## config.mk

```make
export PLATFORM = sky130hd
export DESIGN_NAME = urv_mulh_seq_flat
export DESIGN_NICKNAME = d
export VERILOG_FILES = /design/src/rtl/urv_mulh_seq_if.sv /design/src/rtl/urv_mulh_seq.sv /design/src/flat_wrapper.sv
export SDC_FILE = /design/constraint.sdc
export NUM_CORES = 1
export LEC_CHECK = 0
export CAP_MARGIN = 40
export CELL_PAD_IN_SITES_DETAIL_PLACEMENT = 0
export CELL_PAD_IN_SITES_GLOBAL_PLACEMENT = 1
export CORE_ASPECT_RATIO = 0.5
export CORE_MARGIN = 5
export CORE_UTILIZATION = 42
export CTS_BUF_LIST = sky130_fd_sc_hd__clkbuf_8 sky130_fd_sc_hd__clkbuf_16
export CTS_CLUSTER_DIAMETER = 80
export CTS_CLUSTER_SIZE = 20
export DETAILED_ROUTE_END_ITERATION = 16
export PLACE_DENSITY = 0.91
export SYNTH_ARGS = -nofsm -noshare
export SYNTH_HDL_FRONTEND = slang
export SYNTH_SLANG_ARGS = --single-unit
```

## constraint.sdc

```tcl
create_clock -name clk_i -period 5.31 [get_ports clk_i]
set_clock_uncertainty 0.1 [all_clocks]
set_input_delay 1.062 -clock clk_i [delete_from_list [all_inputs] [get_ports clk_i]]
set_output_delay 1.062 -clock clk_i [all_outputs]
set_load 0.02 [all_outputs]
```

## src/rtl/urv_mulh_seq_if.sv

```systemverilog
// Request/response bus of the sequential RISC-V multiplier.
// Member names keep the _i/_o suffixes as seen from the multiplier side.
interface urv_mulh_seq_if;
    logic        start_i;
    logic [1:0]  fun_i;
    logic [31:0] rs1_i;
    logic [31:0] rs2_i;
    logic        busy_o;
    logic        done_o;
    logic [31:0] rd_o;

    modport master (
        output start_i, fun_i, rs1_i, rs2_i,
        input  busy_o, done_o, rd_o
    );

    modport slave (
        input  start_i, fun_i, rs1_i, rs2_i,
        output busy_o, done_o, rd_o
    );
endinterface

```

## src/rtl/urv_mulh_seq.sv

```systemverilog
// Sequential MUL/MULH/MULHSU/MULHU built on a shared registered 18x18 signed multiplier.
// Optional macro URV_MUL_FASTPATH_EN: MUL issues 3 partial products and skips SIGN.
module urv_mulh_seq (
    input  logic           clk_i,
    input  logic           rst_i,
    urv_mulh_seq_if.slave  bus,
    output logic [17:0]    mul_x_o,
    output logic [17:0]    mul_y_o,
    output logic           mul_ce_o,
    input  logic [35:0]    mul_q_i
);

`ifdef URV_MUL_FASTPATH_EN
    localparam bit FastPath = 1'b1;
`else
    localparam bit FastPath = 1'b0;
`endif

    typedef enum logic [2:0] {StIdle, StIssue, StAcc, StSign, StDone} state_e;

    state_e      r_state, w_state_nxt;
    logic [31:0] r_a, r_b;
    logic        r_neg, r_hi, r_fast;
    logic [1:0]  r_cnt;
    logic [63:0] r_acc;
    logic [31:0] r_rd;
    logic        r_pend;
    logic [5:0]  r_sh;

    logic        w_s1, w_s2, w_fast_sel;
    logic [31:0] w_mag1, w_mag2;
    logic [1:0]  w_last;
    logic [5:0]  w_shift;
    logic [63:0] w_acc_add, w_acc_sgn;
    logic        w_unused;

    // Chunks are zero-extended, so products never exceed 32 bits.
    assign w_unused   = ^mul_q_i[35:32];

    assign w_s1       = bus.rs1_i[31] & ((bus.fun_i == 2'b01) | (bus.fun_i == 2'b10));
    assign w_s2       = bus.rs2_i[31] & (bus.fun_i == 2'b01);
    assign w_mag1     = w_s1 ? (~bus.rs1_i + 32'd1) : bus.rs1_i;
    assign w_mag2     = w_s2 ? (~bus.rs2_i + 32'd1) : bus.rs2_i;
    assign w_fast_sel = FastPath && (bus.fun_i == 2'b00);
    assign w_last     = r_fast ? 2'd2 : 2'd3;
    assign w_shift    = (r_cnt == 2'd0) ? 6'd0 : ((r_cnt == 2'd3) ? 6'd32 : 6'd16);
    assign w_acc_add  = r_acc + ({32'd0, mul_q_i[31:0]} << r_sh);
    assign w_acc_sgn  = r_neg ? (~r_acc + 64'd1) : r_acc;

    always_ff @(posedge clk_i) begin
        if (rst_i) begin
            r_state <= StIdle;
        end else begin
            r_state <= w_state_nxt;
        end
    end

    always_comb begin
        w_state_nxt = r_state;
        unique case (r_state)
            StIdle:  if (bus.start_i) w_state_nxt = StIssue;
            StIssue: if (r_cnt == w_last) w_state_nxt = StAcc;
            StAcc:   w_state_nxt = r_fast ? StDone : StSign;
            StSign:  w_state_nxt = StDone;
            StDone:  w_state_nxt = StIdle;
            default: w_state_nxt = StIdle;
        endcase
    end

    // Partial product order: a0*b0, a0*b1, a1*b0, a1*b1.
    always_comb begin
        mul_ce_o   = (r_state == StIssue);
        mul_x_o    = 18'd0;
        mul_y_o    = 18'd0;
        if (r_state == StIssue) begin
            mul_x_o = {2'b00, r_cnt[1] ? r_a[31:16] : r_a[15:0]};
            mul_y_o = {2'b00, r_cnt[0] ? r_b[31:16] : r_b[15:0]};
        end
        bus.busy_o = (r_state != StIdle);
        bus.done_o = (r_state == StDone);
        bus.rd_o   = r_rd;
    end

    always_ff @(posedge clk_i) begin
        if (rst_i) begin
            r_a    <= 32'd0;
            r_b    <= 32'd0;
            r_neg  <= 1'b0;
            r_hi   <= 1'b0;
            r_fast <= 1'b0;
            r_cnt  <= 2'd0;
            r_acc  <= 64'd0;
            r_rd   <= 32'd0;
            r_pend <= 1'b0;
            r_sh   <= 6'd0;
        end else begin
            // Product issued this cycle arrives on mul_q_i next cycle.
            r_pend <= (r_state == StIssue);
            r_sh   <= w_shift;
            if (r_state == StIdle && bus.start_i) begin
                r_a    <= w_mag1;
                r_b    <= w_mag2;
                r_neg  <= w_fast_sel ? 1'b0 : (w_s1 ^ w_s2);
                r_hi   <= (bus.fun_i != 2'b00);
                r_fast <= w_fast_sel;
                r_cnt  <= 2'd0;
                r_acc  <= 64'd0;
            end else begin
                if (r_state == StIssue) begin
                    r_cnt <= (r_cnt == w_last) ? 2'd0 : r_cnt + 2'd1;
                end
                if (r_pend) begin
                    r_acc <= w_acc_add;
                end else if (r_state == StSign) begin
                    r_acc <= w_acc_sgn;
                end
            end
            if (r_state == StSign) begin
                r_rd <= r_hi ? w_acc_sgn[63:32] : w_acc_sgn[31:0];
            end else if (r_state == StAcc && r_fast) begin
                r_rd <= w_acc_add[31:0];
            end
        end
    end

endmodule

```

## src/flat_wrapper.sv

```systemverilog
// flat-port wrapper written by rule: the top's interface ports become plain ports
module urv_mulh_seq_flat 
  (clk_i, rst_i, mul_x_o, mul_y_o, mul_ce_o, mul_q_i, bus_start_i, bus_fun_i, bus_rs1_i, bus_rs2_i, bus_busy_o, bus_done_o, bus_rd_o);
  urv_mulh_seq_if bus_i ();
  input  logic clk_i;
  input  logic rst_i;
  output logic [17:0] mul_x_o;
  output logic [17:0] mul_y_o;
  output logic mul_ce_o;
  input  logic [35:0] mul_q_i;
  input wire logic [$bits(bus_i.start_i)-1:0] bus_start_i;
  input wire logic [$bits(bus_i.fun_i)-1:0] bus_fun_i;
  input wire logic [$bits(bus_i.rs1_i)-1:0] bus_rs1_i;
  input wire logic [$bits(bus_i.rs2_i)-1:0] bus_rs2_i;
  output wire logic [$bits(bus_i.busy_o)-1:0] bus_busy_o;
  output wire logic [$bits(bus_i.done_o)-1:0] bus_done_o;
  output wire logic [$bits(bus_i.rd_o)-1:0] bus_rd_o;
  assign bus_i.start_i = bus_start_i;
  assign bus_i.fun_i = bus_fun_i;
  assign bus_i.rs1_i = bus_rs1_i;
  assign bus_i.rs2_i = bus_rs2_i;
  assign bus_busy_o = bus_i.busy_o;
  assign bus_done_o = bus_i.done_o;
  assign bus_rd_o = bus_i.rd_o;
  urv_mulh_seq u_core (.clk_i(clk_i), .rst_i(rst_i), .bus(bus_i), .mul_x_o(mul_x_o), .mul_y_o(mul_y_o), .mul_ce_o(mul_ce_o), .mul_q_i(mul_q_i));
endmodule
```

# == Yosys cells after proc, flatten, opt, wreduce, memory -nomap -nowiden ==
# Cells that the tools add are included.
# op_classes
bitwise_logic,7
reduce_logical,9
n_shift,1
muxes,16
n_lt_le_gt_ge,0
mul,0
n_eq_ne,9
div_mod_pow,0
n_addsub,5
# op_table
operator,n
two-way mux 64 bit,3
two-way mux 32 bit,4
"adder 32 x 1 -> 32 bit, second input constant",2
"adder 64 x 1 -> 64 bit, second input constant",1
adder 64 bit,1
two-way mux 16 bit,4
NOT 32 bit,2
NOT 64 bit,1
<< shifter 32 x 6 -> 64 bit,1
case mux 3 bit (4 select lines),1
"== test 3 x 2 -> 1 bit, second input constant",2
two-way mux 3 bit,2
two-way mux 6 bit,1
"== test 2 bit, second input constant",2
nonzero test 2 bit,2
OR reduction 2 bit,2
"== test 3 x 1 -> 1 bit, second input constant",1
"== test 3 bit, second input constant",1
logical NOT 3 bit,1
nonzero test 3 bit,1
"adder 2 x 1 -> 2 bit, second input constant",1
AND 1 bit,2
"== test 2 x 1 -> 1 bit, second input constant",1
logical NOT 2 bit,1
7 further kinds,7
# word_totals
wordCells,57
ram_bits,0
mem_bits_ro,0
reg_bits,174
output_inout_bits,71
mem_count,0
latchBits,0

# == Logic depth before layout (Yosys ltp) ==
# logic_depth
word_depth,5
depth_mapped,16

# == Least setup slack after synthesis ==
# OpenSTA, ideal clock, no wires.
# synth_path
path_type,reg2reg
startpoint,reg u_core.r_sh[4]
endpoint,reg u_core.r_acc[56]
arrival_ps,4019
synth_period_minus_slack_ps,4246
t_required_ps,5083
stages_incl_launch_ff,15
slack_ps,1064
path_cell_list,dfxtp_1 -> clkbuf_1 -> buf_1 -> mux2i_1 -> nor2_1 -> ha_1 -> clkbuf_1 -> nand2_1 -> or3_1 -> a2111o_1 -> o211ai_1 -> a31oi_1 -> o31ai_1 -> a2111oi_0 -> or3_1
# synth_via
elab_chain_len,3
# synth_rtl
item,line,source
"start, declared",urv_mulh_seq.sv:28,logic [5:0] r_sh;
"start signal, assigned",urv_mulh_seq.sv:99,r_sh <= w_shift;
<< shifter 32 x 6 -> 64 bit,urv_mulh_seq.sv:47,"assign w_acc_add = r_acc + ({32'd0, mul_q_i[31:0]} << r_sh);"
adder 64 bit,urv_mulh_seq.sv:47,
two-way mux 64 bit,urv_mulh_seq.sv:112,if (r_pend) begin
"end signal, assigned",urv_mulh_seq.sv:113,r_acc <= w_acc_add;
"end signal, assigned",urv_mulh_seq.sv:115,r_acc <= w_acc_sgn;
"end, declared",urv_mulh_seq.sv:25,logic [63:0] r_acc;
# No other way between the ends.
# A chain may end at the register's enable or synchronous reset.

# == Final worst setup path ==
# layout_path
startpoint,in mul_q_i[0]
endpoint,reg u_core.r_acc[58]
# layout_via
elab_chain_len,3
# layout_rtl
item,line,source
"start, declared",flat_wrapper.sv:10,input logic [35:0] mul_q_i;
<< shifter 32 x 6 -> 64 bit,urv_mulh_seq.sv:47,
adder 64 bit,urv_mulh_seq.sv:47,
two-way mux 64 bit,urv_mulh_seq.sv:112,
# No other way between the ends.

==> results.py <==
metrics = {
    "routing": {
        "wl_mm": 55.2,
        "vias": 15700,
        "drt_pre_antenna_iters": 5,
        "via_per_inst": 6.02,
        "final_antenna_net_count": 0,
        "drc": 0,
        "wl_per_cell_um": 21.2,
        "dr.first_iter.drc_count": 1556,
    },
    "clocking": {
        "cts_resized": 0,
        "h-tree-depth": 4,
        "cts_tree": "yes",
        "clock_latency_ns": 0.45,
        "root_buffer": "clkbuf_16",
        "cts_max_path_buffers": 2,
        "cts.reportedPaths.clkPinSlew_ns": 0.07,
        "numCtsBuffers": 17,
        "postCtsHoldBufs": 0,
        "cts_setup_buffers": 0,
        "cts.sinks": 170,
    },
    "timing": {
        "max_slew_margin_pct": 39.5,
        "fin_crit_ns": 4.66,
        "setup_viol": 0,
        "finalWorstSetupSlack_ns": 0.653,
        "hold_violations": 0,
        "fin_crit_sh_pct": 87.7,
        "finalSetupTns_ns": 0,
        "rsz0062_at_grt": "false",
        "fmax_ghz": 0.215,
        "report.final.slew_viol_count": 0,
        "tightest_slew_ns": 0.908,
    },
    "power": {
        "p_int_mw": 2.40,
        "pwr-share-seq_pct": 38.0,
        "leakagePower_nw": 6.61,
        "power.switching_mw": 1.30,
        "max-vdd-ir-drop_v": 0.000244,
        "power_density_nw_per_um2": 212,
        "p_comb_share_pct": 29.1,
        "swShare_pct": 35.2,
        "pwr-share-clk_pct": 32.9,
    },
    "setup_path": {
        "critPathLaunchType": "input pin",
        "arrival_ns": 4.91,
        "critPathRequiredTime_ns": 5.56,
        "crit_top_cell": "buf_4",
        "cp_cell_sequence": "clkdlybuf4s50_1 -> and2_1 -> ha_1 -> fa_1 -> a21oi_1 -> o21ai_0 -> buf_4 -> a21o_1 -> o211ai_1 -> a2111oi_0 -> buf_4 -> o21ai_0 -> buf_4 -> a31oi_1 -> or3_1 -> a32o_1",
        "slowest_delay_ns": 0.45,
        "critPathKind": "input pin to register",
        "cp_slowest_cell": "clkdlybuf4s50_1",
        "cp_max_fo": 3,
        "endpoint_kind": "register",
    },
    "hold_path": {
        "hp-class": "register to register",
    },
    "floorplan": {
        "initial_core_util_pct": 42.8,
        "die_area_um2": 39400,
        "fp.dieW_um": 276,
        "die_y_um": 143,
        "num_rows": 48,
        "io_pins": 176,
        "core_area_um2": 34700,
    },
    "placed_design": {
        "place_ws_ns": 0.269,
        "hpwl_mm": 43.3,
        "gp_congestion": 1.04,
        "portBuffers": 167,
    },
    "yosys": {
        "ys_ff_latch": 170,
        "synth-simple-area-share_pct": 25.1,
        "synth_area_per_cell_um2": 7.30,
        "yosysWarnings": 0,
        "muxShareOfSynthArea_pct": 4.08,
        "ys_types": 72,
        "synthAdderAreaFrac_pct": 6.22,
        "synth_top_family_by_area": "compound AO/OA/AOI/OAI gates",
        "synth_compound_area_share_pct": 26.1,
        "synthCells": 2030,
        "ys.flop_type": "dfxtp_1",
        "synthXorXnorAreaFrac_pct": 10.9,
        "synth-seq-area-share_pct": 23.0,
        "synth-edff-count": 0,
        "syn-cell-area_um2": 14800,
        "async_flop_share_pct": 0,
    },
    "grt": {
        "antenna_found_initial": 0,
        "overflow": 0,
        "grt_pass1_vias": 14500,
        "grt_max_degree": 97,
        "grt_pass1_wl_mm": 84.0,
        "grt_usage_pct": 27.4,
    },
    "layout": {
        "fin_nets": 2301,
        "drive_above_1_share_pct": 5.20,
        "syn_to_final_growth_pct": 18.1,
        "antenna_cells": 0,
    },
    "run": {
        "maxCapViolCount": 0,
    },
    "status": {
        "outcome": "finished, final reports clean",
    },
}
## state kept, by name, indices dropped and copies added, names as in the netlist
register	flops
u_core.r_pend	1
u_core.bus.rd_o	32
u_core.r_neg	1
u_core.r_sh	2
u_core.r_acc	64
u_core.r_state	3
u_core.r_hi	1
u_core.r_b	32
u_core.r_a	32
u_core.r_cnt	2
## routing by layer
| metal | share of wire [%] | GRT usage, % |
|---|---|---|
| met1 | 45 | 38.4 |
| met4 | 2.9 | 8.68 |
| met5 | 0 | 0 |
| met3 | 7.7 | 5.24 |
| met2 | 44 | 42.7 |
## path summary, 6_finish.rpt
kind                             from  cells past startpoint                  end  slack [ns]
hold / removal    u_core.bus.rd_o[13]                      1  u_core.bus.rd_o[13]        0.35
setup reg to reg       u_core.r_sh[4]                     14     u_core.r_acc[50]        0.83
setup / recovery           mul_q_i[0]                     16     u_core.r_acc[58]        0.65
hold reg to reg   u_core.bus.rd_o[13]                      1  u_core.bus.rd_o[13]        0.35
## cell type report
class | instances | area [um2]
Timing Repair Buffer | 210 | 2030
Multi-Input combinational cell | 1686 | 10700
Inverter | 38 | 143
Sequential cell | 170 | 3410
Fill cell | 3417 | 17200
Clock inverter | 11 | 87.6
Tap cell | 475 | 594
Clock buffer | 21 | 480
## stage by stage
step | util, % | power [mW] | hold WS [ns] | cell area (um2) | std cells
floorplan | - | 2.11 | 0.332 | 14800 | 2033
global placement | 48.6 | 2.47 | 0.337 | 16800 | 2574
detailed placement | 48.8 | 2.48 | 0.344 | 16900 | 2579
CTS | 50.5 | 3.70 | 0.356 | 17500 | 2611
global route | 50.5 | 3.87 | 0.379 | 17500 | 2611
finish | 50.5 | 3.71 | 0.354 | 17500 | 2611
## cell usage in the layout (no fill, tap or decap), types with 9 or more instances in the layout
master	netlist	routed
nor4_1	23	23
or2_2	9	9
a32o_1	9	9
mux2i_1	57	57
ha_1	72	72
o22ai_1	12	12
and3_1	15	15
clkdlybuf4s50_1	0	166
and2_1	27	26
a211oi_1	97	97
o21ai_0	110	110
xor2_1	82	82
nor2b_1	28	28
a31oi_1	18	18
nand2_1	167	167
nand3_1	27	27
a21o_1	42	42
o21a_1	10	10
nor2_1	304	303
dfxtp_1	170	168
or3_1	33	33
xnor2_1	102	102
a22o_1	24	24
o41ai_1	14	14
buf_4	4	40
a311oi_1	13	13
o21bai_1	14	14
a21oi_1	142	142
o31ai_1	18	18
nor3_1	62	62
o32ai_1	9	9
or4_1	14	14
nand2b_1	15	15
clkbuf_16	0	17
nand4_1	34	34
inv_1	38	38
## power groups by stage
stage	registers [mW]	clock network, mW	logic (mW)
final	1.41	1.22	1.08
after global routing	1.41	1.29	1.17
after CTS	1.40	1.24	1.06
after detailed placement	1.43	0	1.05
after global placement	1.43	0	1.04
after floorplan	1.40	0	0.705
## kinds of logic (layout without fill, tap and decap cells)
family                   count (synthesis)  after routing
AO/OA/AOI/OAI                          582            582
XOR/XNOR                               184            184
adder cells (fa/ha/maj)                 73             73
buffers and inverters                  177            280
flip-flops                             170            170
multiplexers                            60             60
other                                    1              4
AND/OR/NAND/NOR                        783            783
## worst max-delay path, delay by kind of cell
kind	cells	cell delay, ns
AOI/OAI and AO/OA	8	1.66
buffers and inverters	4	0.97
adders and majority gates	2	0.67
and+or+nand+nor	2	0.53
## synthesized netlist by cell type, types with 4 or more instances
master    count  area (um2)
ha_1         72         901
a32o_1        9        90.1
and2_1       27         169
nand4_1      34         213
or3_1        33         206
a221oi_1      7        61.3
mux2i_1      57         571
o21ai_0     110         551
nand2b_1     15        93.8
buf_1        11        41.3
o211ai_1      7        52.6
a22o_1       24         210
buf_4         4        30.0
nand3b_1      4        30.0
o21bai_1     14         105
nor4_1       23         144
a21o_1       42         315
or4_1        14         105
a211oi_1     97         728
nor2b_1      28         175
clkbuf_1    121         454
and3_1       15        93.8
o221ai_1      7        61.3
nand3_1      27         135
o21a_1       10        75.1
xnor2_1     102         893
o41ai_1      14         123
o31ai_1      18         135
or2_2         9        56.3
xor2_1       82         718
o22ai_1      12        75.1
nand2_1     167         627
inv_1        38         143
dfxtp_1     170        3400
nor2_1      304        1140
a31oi_1      18         113
a311oi_1     13         114
a21oi_1     142         711
nor3_1       62         310
o32ai_1       9        78.8
nor4_2        4        50.1
No activity file was read; power rests on OpenSTA's default activity.
